==> config.mk <==
export PLATFORM = sky130hd
export DESIGN_NAME = div_unit
export DESIGN_NICKNAME = d
export VERILOG_FILES = /design/src/rtl/div_unit_pkg.sv /design/src/rtl/div_step.sv /design/src/rtl/div_unit.sv
export SDC_FILE = /design/constraint.sdc
export NUM_CORES = 1
export LEC_CHECK = 0
export ABC_AREA = 1
export BUFFER_PORTS_ARGS = -buffer_cell sky130_fd_sc_hd__clkbuf_2
export CAP_MARGIN = 20
export CORE_ASPECT_RATIO = 1.4
export CORE_UTILIZATION = 25
export DETAILED_ROUTE_END_ITERATION = 7
export RECOVER_POWER = 25
export REMOVE_ABC_BUFFERS = 1
export SLEW_MARGIN = 25
export SYNTH_ARGS = -nofsm -noshare
export SYNTH_HDL_FRONTEND = slang
export SYNTH_SLANG_ARGS = --single-unit
==> constraint.sdc <==
create_clock -name clk -period 4.1 [get_ports clk]
set_clock_uncertainty 0.05 [all_clocks]
set_input_delay 0.205 -clock clk [delete_from_list [all_inputs] [get_ports clk]]
set_output_delay 0.205 -clock clk [all_outputs]
set_load 0.03 [all_outputs]
==> src/rtl/div_unit_pkg.sv <==
// div_unit_pkg -- definitions shared by the execute stage and the divider.
//   EXE_DIV_OP / EXE_DIVU_OP : execute-stage operation encodings. The execute
//                              stage decodes these into start/signed_div;
//                              the divider never looks at them.
//   DIV_W, DIV_ITERS         : operand width and restoring iteration count
//   div_state_e              : divider FSM states
//   abs32 / neg_if           : sign helpers used for operand latch and
//                              result correction
package div_unit_pkg;

    localparam int DIV_W     = 32;
    localparam int DIV_ITERS = 32;
    localparam int DIV_CNT_W = $clog2(DIV_ITERS);

    localparam logic [3:0] EXE_DIV_OP  = 4'b1010;
    localparam logic [3:0] EXE_DIVU_OP = 4'b1011;

    typedef enum logic [1:0] {
        ST_IDLE = 2'd0,
        ST_RUN  = 2'd1,
        ST_DONE = 2'd2
    } div_state_e;

    function automatic logic [DIV_W-1:0] abs32(input logic [DIV_W-1:0] v);
        return v[DIV_W-1] ? (~v + 32'd1) : v;
    endfunction

    function automatic logic [DIV_W-1:0] neg_if(input logic n, input logic [DIV_W-1:0] v);
        return n ? (~v + 32'd1) : v;
    endfunction

endpackage

==> src/rtl/div_step.sv <==
// div_step -- one restoring division iteration, purely combinational.
//   i_prem    : 33-bit partial remainder, already shifted left with the next
//               dividend bit in bit 0
//   i_divisor : divisor magnitude
//   o_rem     : remainder after the trial subtract (restored if negative)
//   o_qbit    : quotient bit produced by this iteration
// The incoming remainder is always below the divisor, so the result fits in
// 32 bits and only the low word of the difference is needed.
module div_step
    import div_unit_pkg::*;
(
    input  logic [DIV_W:0]   i_prem,
    input  logic [DIV_W-1:0] i_divisor,
    output logic [DIV_W-1:0] o_rem,
    output logic             o_qbit
);

    assign o_qbit = (i_prem >= {1'b0, i_divisor});
    assign o_rem  = o_qbit ? (i_prem[DIV_W-1:0] - i_divisor) : i_prem[DIV_W-1:0];

endmodule

==> src/rtl/div_unit.sv <==
// div_unit -- iterative 32-bit restoring divider (DIV / DIVU).
//   clk        : clock, rising edge
//   resetn     : asynchronous active-low reset
//   start      : request a division, accepted only when idle
//   signed_div : 1 = two's complement, 0 = unsigned; sampled with start
//   num1, num2 : dividend, divisor; sampled with start
//   annul      : synchronous abort, returns to idle on the next edge
//   busy       : operation in flight (RUN and DONE)
//   ready      : one-cycle pulse, hi/lo valid
//   hi, lo     : remainder, quotient; held until the next completion
// Optional build macro DIV_ZERO_FAST_EN: a zero divisor skips the iterations
// and completes one cycle after start.
// Latency: start in cycle 0 -> RUN cycles 1..32 -> DONE (ready) in cycle 33.
module div_unit
    import div_unit_pkg::*;
(
    input  logic             clk,
    input  logic             resetn,
    input  logic             start,
    input  logic             signed_div,
    input  logic [DIV_W-1:0] num1,
    input  logic [DIV_W-1:0] num2,
    input  logic             annul,
    output logic             busy,
    output logic             ready,
    output logic [DIV_W-1:0] hi,
    output logic [DIV_W-1:0] lo
);

    div_state_e             r_state;
    logic [DIV_CNT_W-1:0]   r_cnt;
    logic [DIV_W-1:0]       r_rem;   // partial remainder (upper word)
    logic [DIV_W-1:0]       r_quo;   // dividend bits shifting out, quotient bits in
    logic [DIV_W-1:0]       r_dvs;   // divisor magnitude
    logic                   r_qneg;
    logic                   r_rneg;
    logic                   r_dz;    // divisor was zero
    logic                   r_busy;
    logic                   r_ready;
    logic [DIV_W-1:0]       r_hi;
    logic [DIV_W-1:0]       r_lo;

    logic [DIV_W:0]         w_prem;
    logic [DIV_W-1:0]       w_next_rem;
    logic                   w_qbit;
    logic [DIV_W-1:0]       w_quo_next;
    logic [DIV_W-1:0]       w_a_mag;
    logic [DIV_W-1:0]       w_b_mag;
    logic [DIV_W-1:0]       w_lo_fin;
    logic [DIV_W-1:0]       w_hi_fin;
    logic                   w_num2_zero;

    assign w_a_mag     = signed_div ? abs32(num1) : num1;
    assign w_b_mag     = signed_div ? abs32(num2) : num2;
    assign w_num2_zero = (num2 == '0);

    assign w_prem     = {r_rem, r_quo[DIV_W-1]};
    assign w_quo_next = {r_quo[DIV_W-2:0], w_qbit};

    div_step u_step (
        .i_prem    (w_prem),
        .i_divisor (r_dvs),
        .o_rem     (w_next_rem),
        .o_qbit    (w_qbit)
    );

    // A zero divisor naturally yields an all-ones magnitude and the dividend
    // as remainder; the remainder correction then restores num1 exactly, but
    // the quotient must bypass sign correction to stay all-ones.
    assign w_lo_fin = r_dz ? '1 : neg_if(r_qneg, w_quo_next);
    assign w_hi_fin = neg_if(r_rneg, w_next_rem);

    always_ff @(posedge clk or negedge resetn) begin
        if (!resetn) begin
            r_state <= ST_IDLE;
            r_cnt   <= '0;
            r_rem   <= '0;
            r_quo   <= '0;
            r_dvs   <= '0;
            r_qneg  <= 1'b0;
            r_rneg  <= 1'b0;
            r_dz    <= 1'b0;
            r_busy  <= 1'b0;
            r_ready <= 1'b0;
            r_hi    <= '0;
            r_lo    <= '0;
        end else begin
            r_ready <= 1'b0;
            if (annul) begin
                // Abort wins over start; results already registered stay.
                r_state <= ST_IDLE;
                r_busy  <= 1'b0;
                r_cnt   <= '0;
            end else begin
                case (r_state)
                    ST_IDLE: begin
                        if (start) begin
                            r_cnt  <= '0;
                            r_rem  <= '0;
                            r_quo  <= w_a_mag;
                            r_dvs  <= w_b_mag;
                            r_qneg <= signed_div & (num1[DIV_W-1] ^ num2[DIV_W-1]);
                            r_rneg <= signed_div & num1[DIV_W-1];
                            r_dz   <= w_num2_zero;
                            r_busy <= 1'b1;
`ifdef DIV_ZERO_FAST_EN
                            if (w_num2_zero) begin
                                r_state <= ST_DONE;
                                r_ready <= 1'b1;
                                r_lo    <= '1;
                                r_hi    <= num1;
                            end else begin
                                r_state <= ST_RUN;
                            end
`else
                            r_state <= ST_RUN;
`endif
                        end
                    end
                    ST_RUN: begin
                        r_rem <= w_next_rem;
                        r_quo <= w_quo_next;
                        r_cnt <= r_cnt + 1'b1;
                        if (r_cnt == DIV_CNT_W'(DIV_ITERS - 1)) begin
                            r_state <= ST_DONE;
                            r_ready <= 1'b1;
                            r_lo    <= w_lo_fin;
                            r_hi    <= w_hi_fin;
                        end
                    end
                    ST_DONE: begin
                        r_state <= ST_IDLE;
                        r_busy  <= 1'b0;
                    end
                    default: begin
                        r_state <= ST_IDLE;
                        r_busy  <= 1'b0;
                    end
                endcase
            end
        end
    end

    assign busy  = r_busy;
    assign ready = r_ready;
    assign hi    = r_hi;
    assign lo    = r_lo;

endmodule

# [Word level (Yosys, flattened, before mapping)]
# Index checks and enable logic that the tools add are counted.
# W data, S select, Z words.
[totals] regBits=172 latchBits=0 mem_bits_rw=0 romBits=0 input_bits=69 out_inout_bits=66 word_cells=68 memories=0
[op_classes] addsub=6 n_mul=0 n_div=0 magnitude_cmp=1 eq_ne=6 shift=0 n_mux=25 bitwise=8 reduce_logical=10
[ops] operator="$mux W32" n=10
[ops] operator="$add A32 B1 Y32 const B" n=4
[ops] operator="$not A32 Y32" n=4
[ops] operator="$pmux W32 S2" n=2
[ops] operator="$ge A33 B32 Y1" n=1
[ops] operator="$logic_not A32 Y1" n=1
[ops] operator="$sub A32 B32 Y32" n=1
[ops] operator="$mux W5" n=2
[ops] operator="$pmux W5 S2" n=1
[ops] operator="$reduce_and A3 Y1" n=3
[ops] operator="$mux W2" n=3
[ops] operator="$ne A3 B3 Y1 const B" n=2
[ops] operator="$reduce_and A2 Y1" n=3
[ops] operator="$add A5 B1 Y5 const B" n=1
[ops] operator="$eq A5 B5 Y1 const B" n=1
[ops] operator="$mux W1" n=5
[ops] operator="$ne A2 B2 Y1 const B" n=2
[ops] operator="$pmux W2 S2" n=1
[ops] operator="$reduce_bool A3 Y1" n=1
[ops] operator="$and A1 B1 Y1" n=2
[ops] operator="$eq A2 B1 Y1 const B" n=1
[ops] operator="$logic_not A2 Y1" n=1
[ops] operator="$pmux W1 S2" n=1
[ops] operator="$reduce_bool A2 Y1" n=1
[ops] operator="2 further kinds" n=2

# [Depth between registers and ports, before layout]
[logic_depth] depth_word=6 mapped_depth=30 ltp_nobuf=29

# [Modules after synthesis]
# Synthesis repeated with hierarchy kept, for this count alone.
[unflattened] cells_unflattened=2116 area_unflattened_um2=13501.7
[modules_own_cells] mod="div_unit" instances=1 cells_per_inst=1466 area_per_inst_um2=10314.9 seq_area_each_um2=4304.1
[modules_own_cells] mod="div_step" instances=1 cells_per_inst=650 area_per_inst_um2=3186.8 seq_area_each_um2=0.0

# [Least setup slack after synthesis]
# Ideal clock, no wire load.
[synth_timing] path_kind="reg2reg" start="register r_rem[19]" end="register r_lo[28] (netlist: lo[28])" setup_time_ns=0.119 arrival_ns=3.565 path_slack_ns=0.366 stages_incl_launch_ff=25 path_buffers=1 period_less_slack_ns=3.734 cell_sequence="dfrtp_1 > ha_1 > a21oi_2 > o21ai_1 > a21oi_2 > nor2_1 > nor2_4 > nand2_8 > inv_2 > buf_2 > ha_1 > inv_1 > nor3_1 > nand3_1 > nor3_1 > nand3_1 > inv_1 > nand2_1 > inv_1 > nand4_1 > o21ai_0 > o21ai_0 > xor2_1 > o22ai_1 > inv_1"
[synth_via] elab_chain_len=5
[synth_lines] item="start, declared" line_no="div_unit.sv:32" rtl="logic [DIV_W-1:0] r_rem;"
[synth_lines] item="start signal, assigned" line_no="div_unit.sv:121" rtl="r_rem <= w_next_rem;"
[synth_lines] item="$ge A33 B32 Y1" line_no="div_step.sv:18" rtl="assign o_qbit = (i_prem >= {1'b0, i_divisor});"
[synth_lines] item="$not A32 Y32" line_no="div_unit_pkg.sv:29" rtl="return n ? (~v + 32'd1) : v;"
[synth_lines] item="$add A32 B1 Y32" line_no="div_unit_pkg.sv:29"
[synth_lines] item="$mux W32" line_no="div_unit_pkg.sv:29"
[synth_lines] item="$mux W32" line_no="div_unit.sv:70" rtl="assign w_lo_fin = r_dz ? '1 : neg_if(r_qneg, w_quo_next);"
[synth_lines] item="end signal, assigned" line_no="div_unit.sv:127" rtl="r_lo <= w_lo_fin;"
[synth_lines] item="end, declared" line_no="div_unit.sv:41" rtl="logic [DIV_W-1:0] r_lo;"
# No other way between the ends.
# A chain may end at the register's enable or synchronous reset.

# [Final worst setup path]
[layout_timing] start="register r_rem[5]" end="register r_lo[28] (netlist: lo[28])"
# The elaborated chain is that of the path after synthesis.

==> flow_summary.json <==
{
  "outcome": "finished, violations left",
  "violations": "capacitance limit, slew limit",
  "critPathMaxFanout": 4,
  "crit_start": "r_rem[5]$_DFFE_PN0P_",
  "r2r-start": "r_rem[5]$_DFFE_PN0P_",
  "r2r_end": "lo[28]$_DFFE_PN0P_",
  "final_net_count": 2087,
  "initial_core_util_pct": 25.4,
  "root_buffer": "clkbuf_16",
  "wl_mm": 47.1,
  "syn-cell-area_um2": 12500,
  "wl_per_cell_um": 17.9,
  "avgSynthCellArea_um2": 6.82,
  "synthDistinctLibCells": 52,
  "hold-path-cell-count": 3,
  "pin_count": 135,
  "dr.pass1.iters": 7,
  "synth_seq_cells": 172,
  "gp_routability_congestion": 0.927,
  "synthCells": 1832,
  "drv_slew": 91,
  "dpl.hpwl_mm": 37.0,
  "cts_sinks": 172,
  "period_share_pct": 92.1,
  "synth.cells.most_frequent": "nand2_1 (483), inv_1 (230), o21ai_0 (179)",
  "finalHoldViolCount": 0,
  "htree_levels": 4,
  "stdcell_area_um2": 14700,
  "antenna_cells": 0,
  "die_h_um": 266,
  "fmax_mhz": 265,
  "yosysTopAreaCellShare_pct": 34.5,
  "synth_top_area_cell": "dfrtp_1",
  "min_delay_worst_endpoint": "r_dvs[16]$_DFFE_PN0P_",
  "path_class": "reg2reg",
  "powerDensity_nw_per_um2": 721,
  "dieArea_um2": 50900,
  "synth.most_common_cell": "nand2_1",
  "die_x_um": 191,
  "coreArea_um2": 49100,
  "insertion_delay_ns": 0.46,
  "total_leakage_power_nw": 7.50,
  "yosysWarnings": 0,
  "arrival_ns": 4.07,
  "endpoint_kind": "flop",
  "ys_async_sr_fraction_pct": 100,
  "r2r_slack_ns": 0.32,
  "grt_usage_pct": 18.8,
  "synth_area_leaders": "dfrtp_1 (34%), nand2_1 (15%), o21ai_0 (7.2%), inv_1 (6.9%), nand3_1 (5.2%)",
  "synth_edf_count": 0,
  "dp.cells": 2592,
  "clockBufferDepth": 2,
  "slowest_stage": "dfrtp_1",
  "cts_tree": "done",
  "ys.flop_type": "dfrtp_1",
  "max_stage_delay_ns": 0.41,
  "max_slew.worst_pin.slew_ns": 2.52,
  "drive_gt1_share_pct": 13.9,
  "rr_worst_depth": 25,
  "clk_pin_slew_worst_paths_ns": 0.07,
  "hold_path_class": "in2reg",
  "synth_seq_area_share_pct": 34.5,
  "grt_max_degree": 92,
  "grt_pass1_wl_mm": 72.5,
  "area_growth_pct": 17.5,
  "max_slew_margin_pct": -68.3,
  "cap_violations": 1,
  "worst_setup_path_start_kind": "flop",
  "worstPathRequired_ns": 4.39,
  "dp_slack_ns": 0.0129,
  "drcViolationCount": 0,
  "setup_ws_ns": 0.324,
  "detail-route-antenna-nets": 0,
  "min_period_ns": 3.78,
  "postPlaceCellArea_um2": 14000,
  "overflow": 0,
  "viasPerCell": 4.81,
  "rows": 96,
  "finalSetupViolCount": 0,
  "min_from": "num2[16]",
  "drt_iter0_markers": 783,
  "fin_cells": 2629,
  "grt_pass1_vias": 12700,
  "rsz0062_at_grt": "false",
  "antenna_found_initial": 1,
  "ir_worst_vdd_uv": 342,
  "cts_buffers": 17,
  "final_core_util_pct": 29.9,
  "port_buffers": 134,
  "vias": 12700
}
==> worst max-delay path by stage <==
| stage | to | slack (ns) | cells after the start |
|---|---|---|---|
| 2_1_floorplan | r_quo[17]$_DFFE_PN0P_ | -0.13 | 7 |
| 3_3_place_gp | hi[26]$_DFFE_PN0P_ | 0.07 | 21 |
| 3_5_place_dp | hi[26]$_DFFE_PN0P_ | 0.01 | 21 |
| 4_1_cts | lo[22]$_DFFE_PN0P_ | 0.04 | 24 |
| 5_1_grt | lo[30]$_DFFE_PN0P_ | 0.001 | 26 |
| 6_report | lo[28]$_DFFE_PN0P_ | 0.32 | 25 |
==> routing by layer <==
| layer | global-route usage, % | vias up | share of wire [%] |
|---|---|---|---|
| li1 | - | 6274 | - |
| met1 | 20.6 | 5984 | 39 |
| met2 | 35.5 | 318 | 53 |
| met3 | 2.00 | 79 | 3.4 |
| met4 | 9.28 | 0 | 4.5 |
| met5 | 0 | - | 0 |
==> state kept, by name (all words and copies together) (netlist names) <==
register / flops
r_rneg: 1
busy: 1
r_state: 2
hi: 32
r_cnt: 5
r_qneg: 1
r_quo: 32
r_dz: 1
r_rem: 32
r_dvs: 32
ready: 1
lo: 32
==> placed cells by master, fill, tap and decap left out, types with 17 or more instances in the layout <==
cell type	netlist	routed
o211ai_1	26	26
o21ai_0	179	177
xnor2_1	17	17
ha_1	38	36
nand2_2	21	21
clkbuf_16	0	17
buf_4	3	45
inv_1	230	228
o22ai_1	28	28
nand4_1	23	23
nor3_1	30	28
nand2_1	483	483
dfrtp_1	172	172
clkbuf_2	0	122
nor2_1	161	159
a21oi_1	74	73
nand3_1	130	130
xor2_1	56	56
==> critical path: cells and delay by family, from the launching register on <==
kind | cells | cell delay, ns
AND/OR/NAND/NOR | 13 | 1.51
buffers and inverters | 5 | 0.38
AO/OA/AOI/OAI | 4 | 0.60
XOR/XNOR | 1 | 0.17
flip-flops | 1 | 0.41
adder cells (fa/ha/maj) | 2 | 0.53
==> cells by family (layout without fill, tap and decap cells) <==
logic type      Yosys count  count (layout)  synth area share [%]
buf+inv                 296             456                  9.44
xor+xnor                 73              73                  5.12
fa+ha+maj                39              39                  3.97
flops                   172             172                  34.5
compound gates          355             355                  15.9
simple gates            897             897                  31.1
==> area by class of cell <==
type / instances / area, µm²
Clock inverter: 14 / 133
Timing Repair Buffer: 185 / 1070
Multi-Input combinational cell: 1364 / 7040
Fill cell: 5456 / 34500
Sequential cell: 172 / 4300
Inverter: 239 / 898
Tap cell: 637 / 797
Clock buffer: 18 / 429
==> repair_timing <==
| item | CTS | global route |
|---|---|---|
| gates resized for setup | 1 | 13 |
| endpoints found under the setup margin | 1 | 12 |
| buffers inserted | 0 | 1 |
| endpoints found under the hold margin | 92 | 0 |
| pin swaps | 0 | 1 |
| hold buffers | 4 | 0 |
==> where the power goes <==
part	internal [mW]	switching [mW]	total, mW	leakage [nW]
Clock	0.850	0.776	1.63	0.274
Sequential	1.95	0.244	2.20	2.27
Combinational	2.11	4.65	6.76	4.96
==> metrics by stage <==
step / TNS (ns) / hold WS (ns) / total power, mW
after floorplan: -1.14 / -0.141 / 6.57
after global placement: 0 / 0.325 / 8.86
after detailed placement: 0 / 0.336 / 8.89
after CTS: 0 / 0.0194 / 10.6
after global routing: 0 / 0.0508 / 11.5
final: 0 / 0.0331 / 10.6
No activity file was read; power rests on OpenSTA's default activity.
